===== src/rtl/atp_pkg.sv =====
//------------------------------------------------------------------------------
// atp_pkg
//   Shared definitions for the card reader front end: reader state encoding,
//   serial frame constants, parameter defaults and a parity helper.
//   Revision: 1.0
//------------------------------------------------------------------------------
`default_nettype none
`timescale 1ns/1ps

package atp_pkg;

  typedef enum logic [2:0] {
    ST_IDLE       = 3'd0,
    ST_WAIT_START = 3'd1,
    ST_START      = 3'd2,
    ST_DATA       = 3'd3,
    ST_PARITY     = 3'd4,
    ST_STOP       = 3'd5,
    ST_DELIVER    = 3'd6,
    ST_DONE       = 3'd7
  } reader_state_t;

  localparam int   DATA_BITS     = 8;
  localparam logic START_LEVEL   = 1'b0;
  localparam logic STOP_LEVEL    = 1'b1;
  localparam logic RX_IDLE_LEVEL = 1'b1;

  localparam int CLKS_PER_BIT_DEFAULT    = 16;
  localparam int DEBOUNCE_CYCLES_DEFAULT = 8;
  localparam int TIMEOUT_CYCLES_DEFAULT  = 1024;

  // True when data plus parity bit carry an even number of ones.
  function automatic logic parity_ok(input logic [DATA_BITS-1:0] data,
                                     input logic                 par);
    return ~(^{data, par});
  endfunction

endpackage

`default_nettype wire


===== src/rtl/sync_debounce.sv =====
//------------------------------------------------------------------------------
// sync_debounce
//   Two-flop synchronizer followed by a stability counter. The output only
//   follows the synchronized input after it has differed from the current
//   output for STABLE_CYCLES consecutive cycles.
//   Ports:
//     clk    in   system clock
//     reset  in   asynchronous active-low reset
//     din    in   raw asynchronous input
//     dout   out  synchronized, debounced level
//   Revision: 1.0
//------------------------------------------------------------------------------
`default_nettype none
`timescale 1ns/1ps

module sync_debounce #(
  parameter int   STABLE_CYCLES = 8,
  parameter logic RESET_VALUE   = 1'b0
) (
  input  logic clk,
  input  logic reset,
  input  logic din,
  output logic dout
);

  localparam int            CW   = (STABLE_CYCLES > 1) ? $clog2(STABLE_CYCLES) : 1;
  localparam logic [CW-1:0] LAST = CW'(STABLE_CYCLES - 1);

  logic          meta;
  logic          synced;
  logic [CW-1:0] cnt;

  always_ff @(posedge clk or negedge reset) begin
    if (!reset) begin
      meta   <= RESET_VALUE;
      synced <= RESET_VALUE;
      cnt    <= '0;
      dout   <= RESET_VALUE;
    end else begin
      meta   <= din;
      synced <= meta;
      // Any return to the accepted level restarts the stability window.
      if (synced == dout) begin
        cnt <= '0;
      end else if (cnt == LAST) begin
        dout <= synced;
        cnt  <= '0;
      end else begin
        cnt <= cnt + 1'b1;
      end
    end
  end

endmodule

`default_nettype wire


===== src/rtl/card_reader_frontend.sv =====
//------------------------------------------------------------------------------
// card_reader_frontend
//   Detects card insertion, receives one 8E1 serial ID byte from the card and
//   hands it to the payment controller. Exactly one result pulse
//   (card_inserted, card_error or card_timeout) per insertion.
//   Ports:
//     clk            in   system clock, rising edge
//     reset          in   asynchronous active-low reset
//     card_detect    in   raw card-present switch
//     card_rx        in   raw serial line from card (idles high)
//     ctrl_busy      in   controller not ready for a card
//     card_inserted  out  1-cycle pulse, card_data valid
//     card_data      out  last successfully received card ID
//     card_error     out  1-cycle pulse, parity/framing/removal error
//     card_timeout   out  1-cycle pulse, no start bit in time
//     reader_busy    out  high whenever not IDLE
//   Revision: 1.0
//------------------------------------------------------------------------------
`default_nettype none
`timescale 1ns/1ps

module card_reader_frontend
  import atp_pkg::*;
#(
  parameter int CLKS_PER_BIT    = CLKS_PER_BIT_DEFAULT,
  parameter int DEBOUNCE_CYCLES = DEBOUNCE_CYCLES_DEFAULT,
  parameter int TIMEOUT_CYCLES  = TIMEOUT_CYCLES_DEFAULT
) (
  input  logic                 clk,
  input  logic                 reset,
  input  logic                 card_detect,
  input  logic                 card_rx,
  input  logic                 ctrl_busy,
  output logic                 card_inserted,
  output logic [DATA_BITS-1:0] card_data,
  output logic                 card_error,
  output logic                 card_timeout,
  output logic                 reader_busy
);

  localparam int            BW        = $clog2(CLKS_PER_BIT);
  localparam logic [BW-1:0] BIT_LAST  = BW'(CLKS_PER_BIT - 1);
  localparam logic [BW-1:0] HALF_LAST = BW'(CLKS_PER_BIT / 2 - 1);
  localparam int            TW        = $clog2(TIMEOUT_CYCLES + 1);
  localparam logic [TW-1:0] TMO_LAST  = TW'(TIMEOUT_CYCLES - 1);
  localparam int            NW        = $clog2(DATA_BITS);
  localparam logic [NW-1:0] IDX_LAST  = NW'(DATA_BITS - 1);

  reader_state_t        state, state_n;
  logic [BW-1:0]        baud_cnt, baud_n;
  logic [NW-1:0]        bit_cnt, bit_n;
  logic [TW-1:0]        tmo_cnt, tmo_n;
  logic [DATA_BITS-1:0] shift_reg, shift_n;
  logic [DATA_BITS-1:0] data_n;
  logic                 perr, perr_n;
  logic                 ins_n, err_n, to_n;

  logic det, det_q, det_rise, det_fall;
  logic rx_meta, rx_s;

  sync_debounce #(
    .STABLE_CYCLES (DEBOUNCE_CYCLES),
    .RESET_VALUE   (1'b0)
  ) u_detect (
    .clk   (clk),
    .reset (reset),
    .din   (card_detect),
    .dout  (det)
  );

  // Serial line needs metastability protection only; bit sampling at
  // mid-bit already rejects short glitches.
  always_ff @(posedge clk or negedge reset) begin
    if (!reset) begin
      rx_meta <= RX_IDLE_LEVEL;
      rx_s    <= RX_IDLE_LEVEL;
      det_q   <= 1'b0;
    end else begin
      rx_meta <= card_rx;
      rx_s    <= rx_meta;
      det_q   <= det;
    end
  end

  assign det_rise = det & ~det_q;
  assign det_fall = ~det & det_q;

  always_ff @(posedge clk or negedge reset) begin
    if (!reset) begin
      state         <= ST_IDLE;
      baud_cnt      <= '0;
      bit_cnt       <= '0;
      tmo_cnt       <= '0;
      shift_reg     <= '0;
      perr          <= 1'b0;
      card_data     <= '0;
      card_inserted <= 1'b0;
      card_error    <= 1'b0;
      card_timeout  <= 1'b0;
    end else begin
      state         <= state_n;
      baud_cnt      <= baud_n;
      bit_cnt       <= bit_n;
      tmo_cnt       <= tmo_n;
      shift_reg     <= shift_n;
      perr          <= perr_n;
      card_data     <= data_n;
      card_inserted <= ins_n;
      card_error    <= err_n;
      card_timeout  <= to_n;
    end
  end

  always_comb begin
    state_n = state;
    baud_n  = baud_cnt;
    bit_n   = bit_cnt;
    tmo_n   = tmo_cnt;
    shift_n = shift_reg;
    perr_n  = perr;
    data_n  = card_data;
    ins_n   = 1'b0;
    err_n   = 1'b0;
    to_n    = 1'b0;

    case (state)
      ST_IDLE: begin
        if (det_rise) begin
          state_n = ST_WAIT_START;
          tmo_n   = '0;
        end
      end
      ST_WAIT_START: begin
        if (rx_s == START_LEVEL) begin
          state_n = ST_START;
          baud_n  = '0;
        end else if (tmo_cnt == TMO_LAST) begin
          to_n    = 1'b1;
          state_n = ST_DONE;
        end else begin
          tmo_n = tmo_cnt + 1'b1;
        end
      end
      ST_START: begin
        // Confirm the start bit at its centre; a high level here was noise,
        // and the timeout budget keeps running from where it stopped.
        if (baud_cnt == HALF_LAST) begin
          baud_n = '0;
          if (rx_s == START_LEVEL) begin
            state_n = ST_DATA;
            bit_n   = '0;
          end else begin
            state_n = ST_WAIT_START;
          end
        end else begin
          baud_n = baud_cnt + 1'b1;
        end
      end
      ST_DATA: begin
        if (baud_cnt == BIT_LAST) begin
          baud_n  = '0;
          shift_n = {rx_s, shift_reg[DATA_BITS-1:1]};
          bit_n   = bit_cnt + 1'b1;
          if (bit_cnt == IDX_LAST) state_n = ST_PARITY;
        end else begin
          baud_n = baud_cnt + 1'b1;
        end
      end
      ST_PARITY: begin
        if (baud_cnt == BIT_LAST) begin
          baud_n  = '0;
          perr_n  = ~parity_ok(shift_reg, rx_s);
          state_n = ST_STOP;
        end else begin
          baud_n = baud_cnt + 1'b1;
        end
      end
      ST_STOP: begin
        if (baud_cnt == BIT_LAST) begin
          baud_n = '0;
          if (perr || (rx_s != STOP_LEVEL)) begin
            err_n   = 1'b1;
            state_n = ST_DONE;
          end else begin
            state_n = ST_DELIVER;
          end
        end else begin
          baud_n = baud_cnt + 1'b1;
        end
      end
      ST_DELIVER: begin
        if (!ctrl_busy) begin
          data_n  = shift_reg;
          ins_n   = 1'b1;
          state_n = ST_DONE;
        end
      end
      ST_DONE: begin
        if (det_fall) state_n = ST_IDLE;
      end
      default: state_n = ST_IDLE;
    endcase

    // Card pulled before delivery wins over whatever the state wanted,
    // so only the removal error is reported for this insertion.
    if (det_fall && (state inside {ST_WAIT_START, ST_START, ST_DATA,
                                   ST_PARITY, ST_STOP, ST_DELIVER})) begin
      state_n = ST_IDLE;
      data_n  = card_data;
      ins_n   = 1'b0;
      to_n    = 1'b0;
      err_n   = 1'b1;
    end
  end

  assign reader_busy = (state != ST_IDLE);

endmodule

`default_nettype wire


===== config.mk =====
export PLATFORM = sky130hd
export DESIGN_NAME = card_reader_frontend
export DESIGN_NICKNAME = d
export VERILOG_FILES = /design/src/rtl/atp_pkg.sv /design/src/rtl/sync_debounce.sv /design/src/rtl/card_reader_frontend.sv
export SDC_FILE = /design/constraint.sdc
export NUM_CORES = 1
export LEC_CHECK = 0
export CORE_MARGIN = 3
export CORE_UTILIZATION = 53
export DETAILED_ROUTE_END_ITERATION = 8
export GPL_ROUTABILITY_DRIVEN = 0
export GPL_TIMING_DRIVEN = 1
export PLACE_DENSITY = 0.76
export SLEW_MARGIN = 20
export SYNTH_ARGS = -nofsm -noshare
export SYNTH_HDL_FRONTEND = slang
export SYNTH_HIERARCHICAL = 1
export SYNTH_SLANG_ARGS = --single-unit

===== constraint.sdc =====
create_clock -name clk -period 1.8 [get_ports clk]
set_clock_uncertainty 0.05 [all_clocks]
set_input_delay 0.18 -clock clk [delete_from_list [all_inputs] [get_ports clk]]
set_output_delay 0.18 -clock clk [all_outputs]
set_load 0.03 [all_outputs]

Word level (Yosys, flattened, before mapping)
Index checks and enable logic that the tools add are counted.
{"block": "word_totals", "ramBits": 0, "mem_count": 0, "out_inout_bits": 12, "wordCells": 115, "in_bits": 5, "regBits": 50, "latchBits": 0, "romBits": 0}
{"block": "op_classes", "eq_ne": 29, "n_bitwise": 8, "n_div": 0, "addsub": 4, "n_reduce_logical": 18, "mul": 0, "n_shift": 0, "muxes": 39, "order_cmp": 0}
{"cell": "$mux 3", "n": 16}
{"cell": "$mux 11", "n": 3}
{"cell": "$pmux 3 s8", "n": 1}
{"cell": "$pmux 11 s2", "n": 1}
{"cell": "$eq 3x3->1 const B", "n": 6}
{"cell": "$ne 3x2->1 const B", "n": 6}
{"cell": "$ne 2x2->1 const B", "n": 7}
{"cell": "$mux 1", "n": 12}
{"cell": "$mux 4", "n": 3}
{"cell": "$pmux 4 s3", "n": 1}
{"cell": "$add 11x1->11 const B", "n": 1}
{"cell": "$eq 11x10->1 const B", "n": 1}
{"cell": "$reduce_and 9->1", "n": 1}
{"cell": "$reduce_xor 9->1", "n": 1}
{"cell": "$reduce_and 2->1", "n": 4}
{"cell": "$reduce_and 4->1", "n": 2}
{"cell": "$add 3x1->3 const B", "n": 2}
{"cell": "$eq 3x2->1 const B", "n": 2}
{"cell": "$ne 3x3->1 const B", "n": 2}
{"cell": "$not 1->1", "n": 6}
{"cell": "$pmux 3 s2", "n": 1}
{"cell": "$reduce_bool 3->1", "n": 2}
{"cell": "$reduce_bool 6->1", "n": 1}
{"cell": "$add 4x1->4 const B", "n": 1}
{"cell": "other kinds (13)", "n": 15}

Depth between registers and ports, before layout
{"block": "logic_depth", "ltp_word": 6, "ltp_mapped": 6, "depth_no_buf": 6}

Hierarchy
The synthesis kept the hierarchy.
{"mod": "card_reader_frontend", "n_inst": 1, "cells_per_inst": 211, "area_per_inst_um2": 2367.3}
{"mod": "sync_debounce", "n_inst": 1, "cells_per_inst": 13, "area_per_inst_um2": 220.2}

Least setup slack after synthesis
No wires, ideal clock.
{"block": "synth_timing", "kind": "register -> register", "start": "register rx_s", "end": "register tmo_cnt[2]", "path_slack_ns": 0.050, "t_arrival_ns": 1.626, "t_required_ns": 1.676, "n_path_buf": 2, "path_stages_with_launch": 7, "cell_sequence": "dfstp_2 > buf_6 > nor3b_4 > o21ai_2 > buf_6 > or4_4 > a21oi_2"}
{"block": "synth_between", "elab_chain_cells": 2}
{"item": "start, declared", "line": "card_reader_frontend.sv:59", "source": "logic rx_meta, rx_s;"}
{"item": "start signal, assigned", "line": "card_reader_frontend.sv:80", "source": "rx_s <= rx_meta;"}
{"item": "$ne 2x2->1 (no source line)"}
{"item": "$reduce_and 4->1 (no source line)"}
{"item": "end signal, assigned", "line": "card_reader_frontend.sv:104", "source": "tmo_cnt <= tmo_n;"}
{"item": "end, declared", "line": "card_reader_frontend.sv:52", "source": "logic [TW-1:0] tmo_cnt, tmo_n;"}
No other way between the ends.
A chain may end at the register's enable or synchronous reset.

Worst setup path after layout
{"block": "layout_timing", "start": "register state[2]", "end": "register state[1]"}
{"block": "layout_between", "elab_chain_cells": 5}
{"item": "start, declared", "line": "card_reader_frontend.sv:49", "source": "reader_state_t state, state_n;"}
{"item": "start signal, assigned", "line": "card_reader_frontend.sv:101", "source": "state <= state_n;"}
{"item": "$eq 3x1->1, or another cell as far along", "line": "card_reader_frontend.sv:126, card_reader_frontend.sv:206"}
{"item": "$reduce_bool 6->1", "line": "card_reader_frontend.sv:206", "source": "if (det_fall && (state inside {ST_WAIT_START, ST_START, ST_DATA,"}
{"item": "$logic_and 1x1->1", "line": "card_reader_frontend.sv:206"}
{"item": "$ne 4x3->1 (no source line), or another cell as far along"}
{"item": "$reduce_and 9->1 (no source line)"}
Several ways; a longest one is shown, not always the timed one.

==> results.cfg <==
[outcome]
outcome = complete, but fails checks
violations = setup timing

[place]
port_buffers = 16
dp_hpwl_um = 3620
placedInstanceArea_mm2 = 0.00299

[synthesis]
synth.net_count = 235
ys_warn_count = 6
synth.avg_cell_area_um2 = 11.6
synth-compound-area-share_pct = 11.5
muxShareOfSynthArea_pct = 11.1
synth_edf_count = 0
ys_ff_latch = 50
async_flop_share_pct = 100
synth_xor_area_share_pct = 3.58
yosysUniqueCellTypes = 60
syn_area_mm2 = 0.00259
synth_top_area_cell = dfrtp_1
seq_area_frac_synth_pct = 48.5
synth_area_leaders = dfrtp_1, mux2_2, ha_1
synth_top_family_by_area = simple AND/OR/NAND/NOR gates
synth_top_cell_area_share_pct = 46.4
synth_fa_ha_area_share_pct = 2.90
synth_ff_type = dfrtp_1
syn-instance-count = 224
synth_simple_gate_area_share_pct = 18.9

[sta]
rsz0062_at_grt = yes
setup_slack_ps = -25.2
min_period_ps = 1830
maxSlewViolCount = 0
finalHoldViolations = 0
tightest_slew_ps = 434
relSlewSlack_pct = 70.6
fin_crit_sh_pct = 101
fmax_mhz = 548
fin_setup_tns_ps = -81.1
setup_viol = 4

[worst_setup_path]
critPathCaptureType = flop
reg2reg_depth = 5
path_class = flop to flop
worst-path-max-fanout = 9
worstReg2RegStart = state[2]
critPathArrivalTime_ps = 1980
r2r-end = state[1]
crit_required_ps = 1950
crit_path_start_kind = flop
r2r_slack_ps = -30

[cells_and_area]
synthToLayoutAreaGrowth_pct = 26.2
antenna_cells = 0
stdcell_area_mm2 = 0.00327
largest_register_ffs = 11
layout.nets = 283
fillers = 300
final_layout_size_suffix_gt1_share_pct = 34.4

[grt]
grt_usage_pct = 20.1
grt_pass1_vias = 1875
grt_pass1_wl_um = 8650
grt_max_degree = 51
gr-total-overflow = 0
antenna_found_initial = 0

[cts]
cts_tree = done
clock_sinks = 50
h-tree-depth = 2
cts.path.max_buffers = 2
cts_buffers = 5
cts.clk_slew.worst_paths_ps = 90
cts.root.buffer_cell = clkbuf_8
clk-insertion-delay-late_ps = 310

[min_path]
hold_depth = 1
min-delay-start = card_rx
holdPathEnd = rx_meta
hp-class = input port to flop

[floorplanning]
start_util_pct = 57.1
boundaryPins = 17
die_h_um = 75.9
die_area_mm2 = 0.00576
die_w_um = 75.9
core_mm2 = 0.00453
rows = 24

[routing]
ant_nets = 0
drt-initial-drc-count = 110
wire_per_inst_um = 16.7
drcViolationCount = 0
num_vias = 1964
drt_pre_antenna_iters = 4
postRouteWirelength_um = 5630
vias_per_cell = 5.81

[power]
power_density_mw_per_mm2 = 1150
ir_drop_uv = 769
leakage_nw = 1.49

[job]
drv_cap = 0
[how the worst max path moves through the flow]
stage	from	endpoint	slack, ps
2_1_floorplan	rx_s	tmo_cnt[2]	50
3_3_place_gp	bit_cnt[0]	state[1]	20
3_5_place_dp	bit_cnt[0]	state[1]	-40
4_1_cts	bit_cnt[0]	state[1]	-7
5_1_grt	state[0]	state[1]	-90
6_report	state[2]	state[1]	-30
[per-layer routing]
layer / routed length (um) / vias up / GRT usage (%) / part of all wire (%)
li1: - / 923 / - / -
met1: 2480 / 955 / 27.4 / 44
met4: 132 / 0 / 7.96 / 2.3
met5: 0 / - / 0 / 0
met2: 2710 / 72 / 30.6 / 48
met3: 312 / 14 / 5.28 / 5.5
[final cells by class]
class / instances / area [um2] / area share (%)
Multi-Input combinational cell: 157 / 1350 / 41.3
Sequential cell: 50 / 1260 / 38.5
Timing Repair Buffer: 52 / 449 / 13.8
Tap cell: 65 / 81.3 / 2.49
Clock buffer: 7 / 76.3 / 2.34
Clock inverter: 1 / 30.0 / 0.920
Inverter: 6 / 22.5 / 0.690
[worst max-delay path: stages, from the launching register on]
cell	delay, ps
dfrtp_2	500
buf_4	190
nor3b_1	370
a2bb2oi_2	160
nand3_1	150
mux2_4	310
[synth_stat cells (4+ instances only)]
cell type and instances:
nor2b_1 7, nor3_1 5, o21ai_0 7, xnor2_1 6, nand3_1 7, mux2_2 20, dfrtp_1 48, a21oi_1 12
nand2b_1 5, ha_1 6, nor2_1 8, nand2_1 8, o31ai_1 5, buf_2 6, mux2i_1 5, inv_1 5
or4_1 4
[through the flow]
stage	hold WS, ps	total power, mW	cells	setup slack (ps)	utilization (%)
3_3_place_gp	136	2.74	322	18.6	65.9
5_1_grt	215	3.93	338	-91.9	72.0
4_1_cts	232	3.61	332	-7.09	69.4
6_report	238	3.74	338	-25.2	72.0
2_1_floorplan	-166	2.31	224	50.4	-
3_5_place_dp	138	2.77	322	-40.3	65.9
[layout by cell type, fill, tap and decap left out, types with 3 or more instances in the layout]
master | synthesis | layout
nand2b_1 | 5 | 5
ha_2 | 0 | 3
mux2_2 | 20 | 19
nor2_1 | 8 | 8
nand2_1 | 8 | 8
mux2i_1 | 5 | 5
clkbuf_8 | 0 | 5
and2_1 | 3 | 3
o31ai_1 | 5 | 4
xnor2_1 | 6 | 6
nor2b_1 | 7 | 7
dfrtp_2 | 0 | 3
or4_4 | 1 | 3
nand3_1 | 7 | 7
nor3_1 | 5 | 5
buf_4 | 2 | 31
inv_1 | 5 | 5
clkdlybuf4s50_1 | 0 | 14
dfrtp_1 | 48 | 45
o21ai_0 | 7 | 7
a21oi_1 | 12 | 11
[what timing repair did]
| action | 4_1_cts | 5_1_grt |
|---|---|---|
| setup buffers | 1 | 6 |
| hold endpoints to repair | 48 | 0 |
| setup endpoints to repair | 4 | 17 |
| pin swaps | 3 | 5 |
| gates resized for setup | 12 | 16 |
| hold buffers | 1 | 0 |
[power breakdown]
group          switching [mW]  internal [mW]  total [mW]
Combinational           0.750          0.750        1.50
Clock                   0.357          0.416       0.773
Sequential              0.178           1.29        1.47
Total                    1.29           2.45        3.74
[cell families (layout without fill, tap and decap cells)]
family,count (synthesis),count (layout)
buffers and inverters,17,66
muxes,26,26
and+or+nand+nor,73,73
adders and majority gates,6,6
xor gates and xnor gates,9,9
AOI/OAI and AO/OA,43,43
DFF,50,50
(Power assumes the default switching activity.)
==> edit 1, RTL diff (same flow settings) <==
`RESET_VALUE` is set to 1'b0 in 2 places; all go to 1'b1.
--- a/src/rtl/sync_debounce.sv
+++ b/src/rtl/sync_debounce.sv
@@ -16,5 +16,5 @@
 module sync_debounce #(
   parameter int   STABLE_CYCLES = 8,
-  parameter logic RESET_VALUE   = 1'b0
+  parameter logic RESET_VALUE   = 1'b1
 ) (
   input  logic clk,
--- a/src/rtl/card_reader_frontend.sv
+++ b/src/rtl/card_reader_frontend.sv
@@ -61,5 +61,5 @@
   sync_debounce #(
     .STABLE_CYCLES (DEBOUNCE_CYCLES),
-    .RESET_VALUE   (1'b0)
+    .RESET_VALUE   (1'b1)
   ) u_detect (
     .clk   (clk),
Check against the original RTL: not equivalent (a bounded check fails within 4 cycles, from zero or initial values and one cycle with reset low).
==> edit 1 against the unedited design <==
Wire length down 7.4%; highest routed layer unchanged; synthesized area grew 0.15%; power decreased by 0.72%; critical path depth fell by 1; worst setup slack improved by 0.037 ns; largest power group is now sequential cells; final area increased by 0.80%; combinational power decreased by 4%; via count fell by 4.7%; sequential cell count unchanged.
==> edit 1: results (changes against the unedited design) <==
stage,metric,value,unit,change
layout,max FFs per register,11,,unchanged
power,Power Clock,823,uW,+6.5%
logic_synthesis,synth top area cells,"dfrtp_1, mux2_2, dfstp_2",,
global_route,met3 usage,4.03,%,-1.2 points
placed_design,HPWL Detailed,3.48,mm,-3.8%
power,Leak,1.48,nW,-0.75%
worst_hold_path,hold endpoint,u_detect/meta$_DFF_PN1_,,
logic_synthesis,Synth Flop Type,dfrtp_1,,
power,cell-internal power,2.47,mW,+0.46%
placed_design,dpl ws,-0.0731,ns,-0.0329 ns
layout,layout cells sized above 1,38.0,%,+3.6 points
global_route,number of global-route vias before repair,1800,,-4.0%
global_route,grt met2 use,28.4,%,-2.2 points
run_status,status,finished clean,,
global_route,met1 usage,26.2,%,-1.2 points
routing,vias per inst,5.57,,-4.2%
sta,Rel. slew slack,54.9,%,-16 points
global_route,first-pass GRT wire length,8.55,mm,-1.1%
global_route,largest net degree at the start of global routing,36,,-29%
worst_setup_path,slowest CP cell,dfstp_2,,
placed_design,DP Cell Count,320,,-0.62%
worst_setup_path,r2r startpoint,rx_s$_DFF_PN1_,,
sta,Hold WS,0.227,ns,-0.0107 ns
worst_setup_path,Worst R2R Setup Slack,0.01,ns,+0.04 ns
logic_synthesis,sequential-to-total area share from yosys stat,48.5,%,+0.075 points
layout,fillers,292,,-2.7%
logic_synthesis,synth cell count leaders,"dfrtp_1, mux2_2, a21oi_1",,
routing,DR vias,1871,,-4.7%
layout,nets@finish,281,,-0.71%
worst_hold_path,HP Start,card_detect,,
global_route,all-layer global routing usage,18.2,%,-1.9 points
worst_setup_path,Crit Reg-Reg Endpoint,tmo_cnt[9]$_DFFE_PN0P_,,
routing,detailed router's first-iteration violation count,174,,+58%
worst_setup_path,cells on worst reg2reg path,4,,-1
power,comb pwr,1.44,mW,-4%
placed_design,area post-placement,2960,um2,-0.80%
logic_synthesis,Synth Warn #,6,,unchanged
worst_setup_path,crit-path max FO,5,,-4
power,Max VDD drop,0.750,mV,-2.4%
worst_setup_path,Worst path max stage delay,0.55,ns,+0.05 ns
routing,average routed wire per standard cell,15.5,um,-6.8%
==> edit 1: cell count changes after synthesis, sizes merged <==
cell	delta
dfstp	+3
dfrtp	-3
==> edit 1: final cells by class <==
class	count	area, um2	share of cell area [%]
Clock buffer	7	86.3	2.62
Clock inverter	1	30.0	0.912
Inverter	6	22.5	0.684
Multi-Input combinational cell	158	1390	42.1
Sequential cell	50	1260	38.3
Tap cell	65	81.3	2.47
Timing Repair Buffer	49	425	12.9
==> edit 1: routing by layer <==
metal / part of all wire [%] / wire length, um
met5: 0 / 0
met4: 1.2 / 65
met3: 3.2 / 165
met2: 46 / 2420
met1: 49 / 2570
==> edit 1: cell families (layout without fill, tap and decap cells) <==
logic type      after synthesis  after routing  synth area share, %
compound gates               43             44                 11.4
flops                        50             50                 48.5
xor+xnor                      9              9                 3.57
simple gates                 73             73                 18.9
buf+inv                      17             63                 3.62
fa+ha+maj                     6              6                 2.90
mux                          26             26                 11.1
==> edit 1: how the worst max path moves through the flow <==
stage	end	startpoint	slack [ns]	depth (start not counted)
global placement	state[1]$_DFFE_PN0P_	bit_cnt[0]$_DFFE_PN0P_	0.04	6
global route	state[1]$_DFFE_PN0P_	bit_cnt[0]$_DFFE_PN0P_	-0.07	6
finish	tmo_cnt[9]$_DFFE_PN0P_	rx_s$_DFF_PN1_	0.01	4
detailed placement	tmo_cnt[6]$_DFFE_PN0P_	tmo_cnt[1]$_DFFE_PN0P_	-0.07	6
CTS	reader_busy	state[0]$_DFFE_PN0P_	-0.02	2
floorplan	tmo_cnt[2]$_DFFE_PN0P_	rx_s$_DFF_PN1_	0.05	6
==> edit 1: timing repair <==
item	4_1_cts	5_1_grt
endpoints found under the setup margin	5	30
pin swaps	1	14
setup buffers	0	7
cloned	0	1
hold buffers	1	0
resized for setup	6	27
hold endpoints to repair	12	0
==> edit 2, RTL diff (config.mk and constraints unchanged) <==
Without the edit above. Reset style: synchronous (`reset`), changed in 3 clocked blocks. Comments in the files are not updated.
--- a/src/rtl/sync_debounce.sv
+++ b/src/rtl/sync_debounce.sv
@@ -31,5 +31,5 @@
   logic [CW-1:0] cnt;
 
-  always_ff @(posedge clk or negedge reset) begin
+  always_ff @(posedge clk) begin
     if (!reset) begin
       meta   <= RESET_VALUE;
--- a/src/rtl/card_reader_frontend.sv
+++ b/src/rtl/card_reader_frontend.sv
@@ -71,5 +71,5 @@
   // Serial line needs metastability protection only; bit sampling at
   // mid-bit already rejects short glitches.
-  always_ff @(posedge clk or negedge reset) begin
+  always_ff @(posedge clk) begin
     if (!reset) begin
       rx_meta <= RX_IDLE_LEVEL;
@@ -86,5 +86,5 @@
   assign det_fall = ~det & det_q;
 
-  always_ff @(posedge clk or negedge reset) begin
+  always_ff @(posedge clk) begin
     if (!reset) begin
       state         <= ST_IDLE;
Function: no difference found for any inputs over 10 cycles, from zero or initial values and one cycle with reset low; that may be too few to reach the edited logic, so the function may still have changed.
==> edit 2 against the unedited design <==
Wire length down 22%; critical path type is now register to output port; synthesized area down 8.1%; worst hold slack better by 0.12 ns; worst setup slack better by 0.15 ns; final area down 13%; sequential cell count unchanged.
Power is not compared: it rests on default switching activity, and its combinational part moved more than twofold at a synthesized area within 25%.
==> edit 2: results (changes against the unedited design) <==
stage,metric,value,unit,change
run_status,status,finished clean,,
worst_setup_path,crit-path max FO,10,,+1
worst_setup_path,Worst R2R Setup Slack,0.12,ns,+0.15 ns
global_route,met1 usage,22.8,%,-4.6 points
layout,diodes inserted,0,,unchanged
logic_synthesis,mux share of post-synthesis cell area,8.00,%,-3.1 points
clocking,Clock Path Buffers,2,,unchanged
logic_synthesis,Synthesized Nets,261,,+11%
logic_synthesis,Synth Area in XOR/XNOR,6.84,%,+3.3 points
clocking,CTS Root Cell,clkbuf_8,,
layout,layout cells sized above 1,15.5,%,-19 points
power,Max VDD drop,0.470,mV,
routing,WL met3,134,um,-57%
logic_synthesis,synth top area cells,"dfxtp_1, mux2i_1, nor2b_1",,
placed_design,dpl ws,0.0191,ns,+0.0593 ns
logic_synthesis,synth cell count leaders,"dfxtp_1, nor2b_1, mux2i_1",,
worst_setup_path,Worst EP arrival,1.45,ns,-0.53 ns
worst_setup_path,cells on worst reg2reg path,6,,+1
routing,vias per inst,5.49,,-5.6%
logic_synthesis,sequential-to-total area share from yosys stat,42.1,%,-6.3 points
layout,fillers,330,,+10%
global_route,number of global-route vias before repair,1756,,-6.3%
routing,met1 wire length,2.14,mm,-14%
global_route,grt met2 use,29.3,%,-1.3 points
worst_setup_path,Crit Reg-Reg Endpoint,state[1]$_SDFFE_PP0P_,,
routing,average routed wire per standard cell,13.1,um,-21%
logic_synthesis,Synth Area in Adders,3.16,%,+0.26 points
global_route,largest net degree at the start of global routing,35,,-31%
global_route,first-pass GRT wire length,7.55,mm,-13%
routing,detailed router's first-iteration violation count,93,,-15%
worst_hold_path,HP Start,rx_meta$_SDFF_PN1_,,
clocking,Post-CTS Setup Inserts,0,,-1
global_route,met3 usage,4.41,%,-0.87 points
placed_design,HPWL Detailed,3.09,mm,-15%
logic_synthesis,post-synth cell types,48,,-20%
clocking,number of H-tree levels,2,,unchanged
worst_hold_path,worst min-delay path class,register to register,,
clocking,CTS resizes,3,,-9
logic_synthesis,asr flop ratio synth,0,%,-100 points
layout,nets@finish,293,,+3.5%
routing,DR WL met2,2.05,mm,-24%
sta,Rel. slew slack,79.0,%,+8.4 points
logic_synthesis,Synth Area in Compound Gates,10.2,%,-1.3 points
global_route,all-layer global routing usage,17.8,%,-2.3 points
worst_setup_path,r2r startpoint,baud_cnt[0]$_SDFFE_PN0P_,,
worst_hold_path,hold endpoint,rx_s$_SDFF_PN1_,,
==> edit 2: cell count changes in the layout (fill, tap and decap cells not counted), moves of 6 or more <==
cell     before  now
dfxtp_1       0   47
dfrtp_1      45    0
mux2_2       19    0
nor2b_1       7   25
mux2i_1       5   19
buf_4        31   20
nor2_1        8   15
a21oi_1      11    5
xor2_1        2    8
==> edit 2: cells by family (layout without fill, tap and decap cells) <==
| group | Yosys count | after routing |
|---|---|---|
| xor+xnor | 17 | 17 |
| mux | 19 | 19 |
| fa+ha+maj | 6 | 6 |
| buf+inv | 16 | 49 |
| compound gates | 36 | 36 |
| simple gates | 106 | 106 |
| flops | 50 | 50 |
==> edit 2: worst max path at each step <==
stage,start,end,cells after the start
2_1_floorplan,baud_cnt[0]$_SDFFE_PN0P_,state[1]$_SDFFE_PP0P_,6
3_3_place_gp,ctrl_busy,card_data[1]$_SDFFE_PN0P_,5
3_5_place_dp,baud_cnt[0]$_SDFFE_PN0P_,state[1]$_SDFFE_PP0P_,6
4_1_cts,state[1]$_SDFFE_PP0P_,reader_busy,2
5_1_grt,tmo_cnt[1]$_SDFFE_PN0P_,tmo_cnt[7]$_SDFFE_PN0P_,7
6_report,state[1]$_SDFFE_PP0P_,reader_busy,2
==> edit 2: through the flow <==
| stage | cells | area, um2 | hold slack, ns | utilization [%] | power (mW) |
|---|---|---|---|---|---|
| floorplan | 250 | 2380 | 0.209 | - | 1.17 |
| detailed placement | 325 | 2710 | 0.341 | 64.9 | 1.19 |
| global placement | 325 | 2710 | 0.343 | 64.9 | 1.19 |
| finish | 333 | 2830 | 0.360 | 67.9 | 1.93 |
| CTS | 333 | 2820 | 0.361 | 67.6 | 1.95 |
| global route | 333 | 2830 | 0.383 | 67.9 | 2.00 |
==> edit 2: area by class of cell <==
| type | count | area [um2] | area share [%] |
|---|---|---|---|
| Multi-Input combinational cell | 184 | 1320 | 46.4 |
| Sequential cell | 50 | 1000 | 35.5 |
| Timing Repair Buffer | 37 | 329 | 11.6 |
| Clock buffer | 7 | 76.3 | 2.69 |
| Tap cell | 50 | 62.6 | 2.21 |
| Clock inverter | 1 | 30.0 | 1.06 |
| Inverter | 4 | 15.0 | 0.530 |
==> edit 2: power groups by stage <==
stage | clock network [mW] | logic (mW) | registers, mW
after CTS | 0.785 | 0.0548 | 1.11
after global routing | 0.831 | 0.0585 | 1.11
after global placement | 0 | 0.0539 | 1.14
after detailed placement | 0 | 0.0542 | 1.14
final | 0.763 | 0.0535 | 1.11
after floorplan | 0 | 0.0335 | 1.14
==> edit 2: worst max-delay path: stages (launching register included) <==
cell and delay (ns):
dfxtp_2 0.39, or3_4 0.40, dlygate4sd2_1 0.36
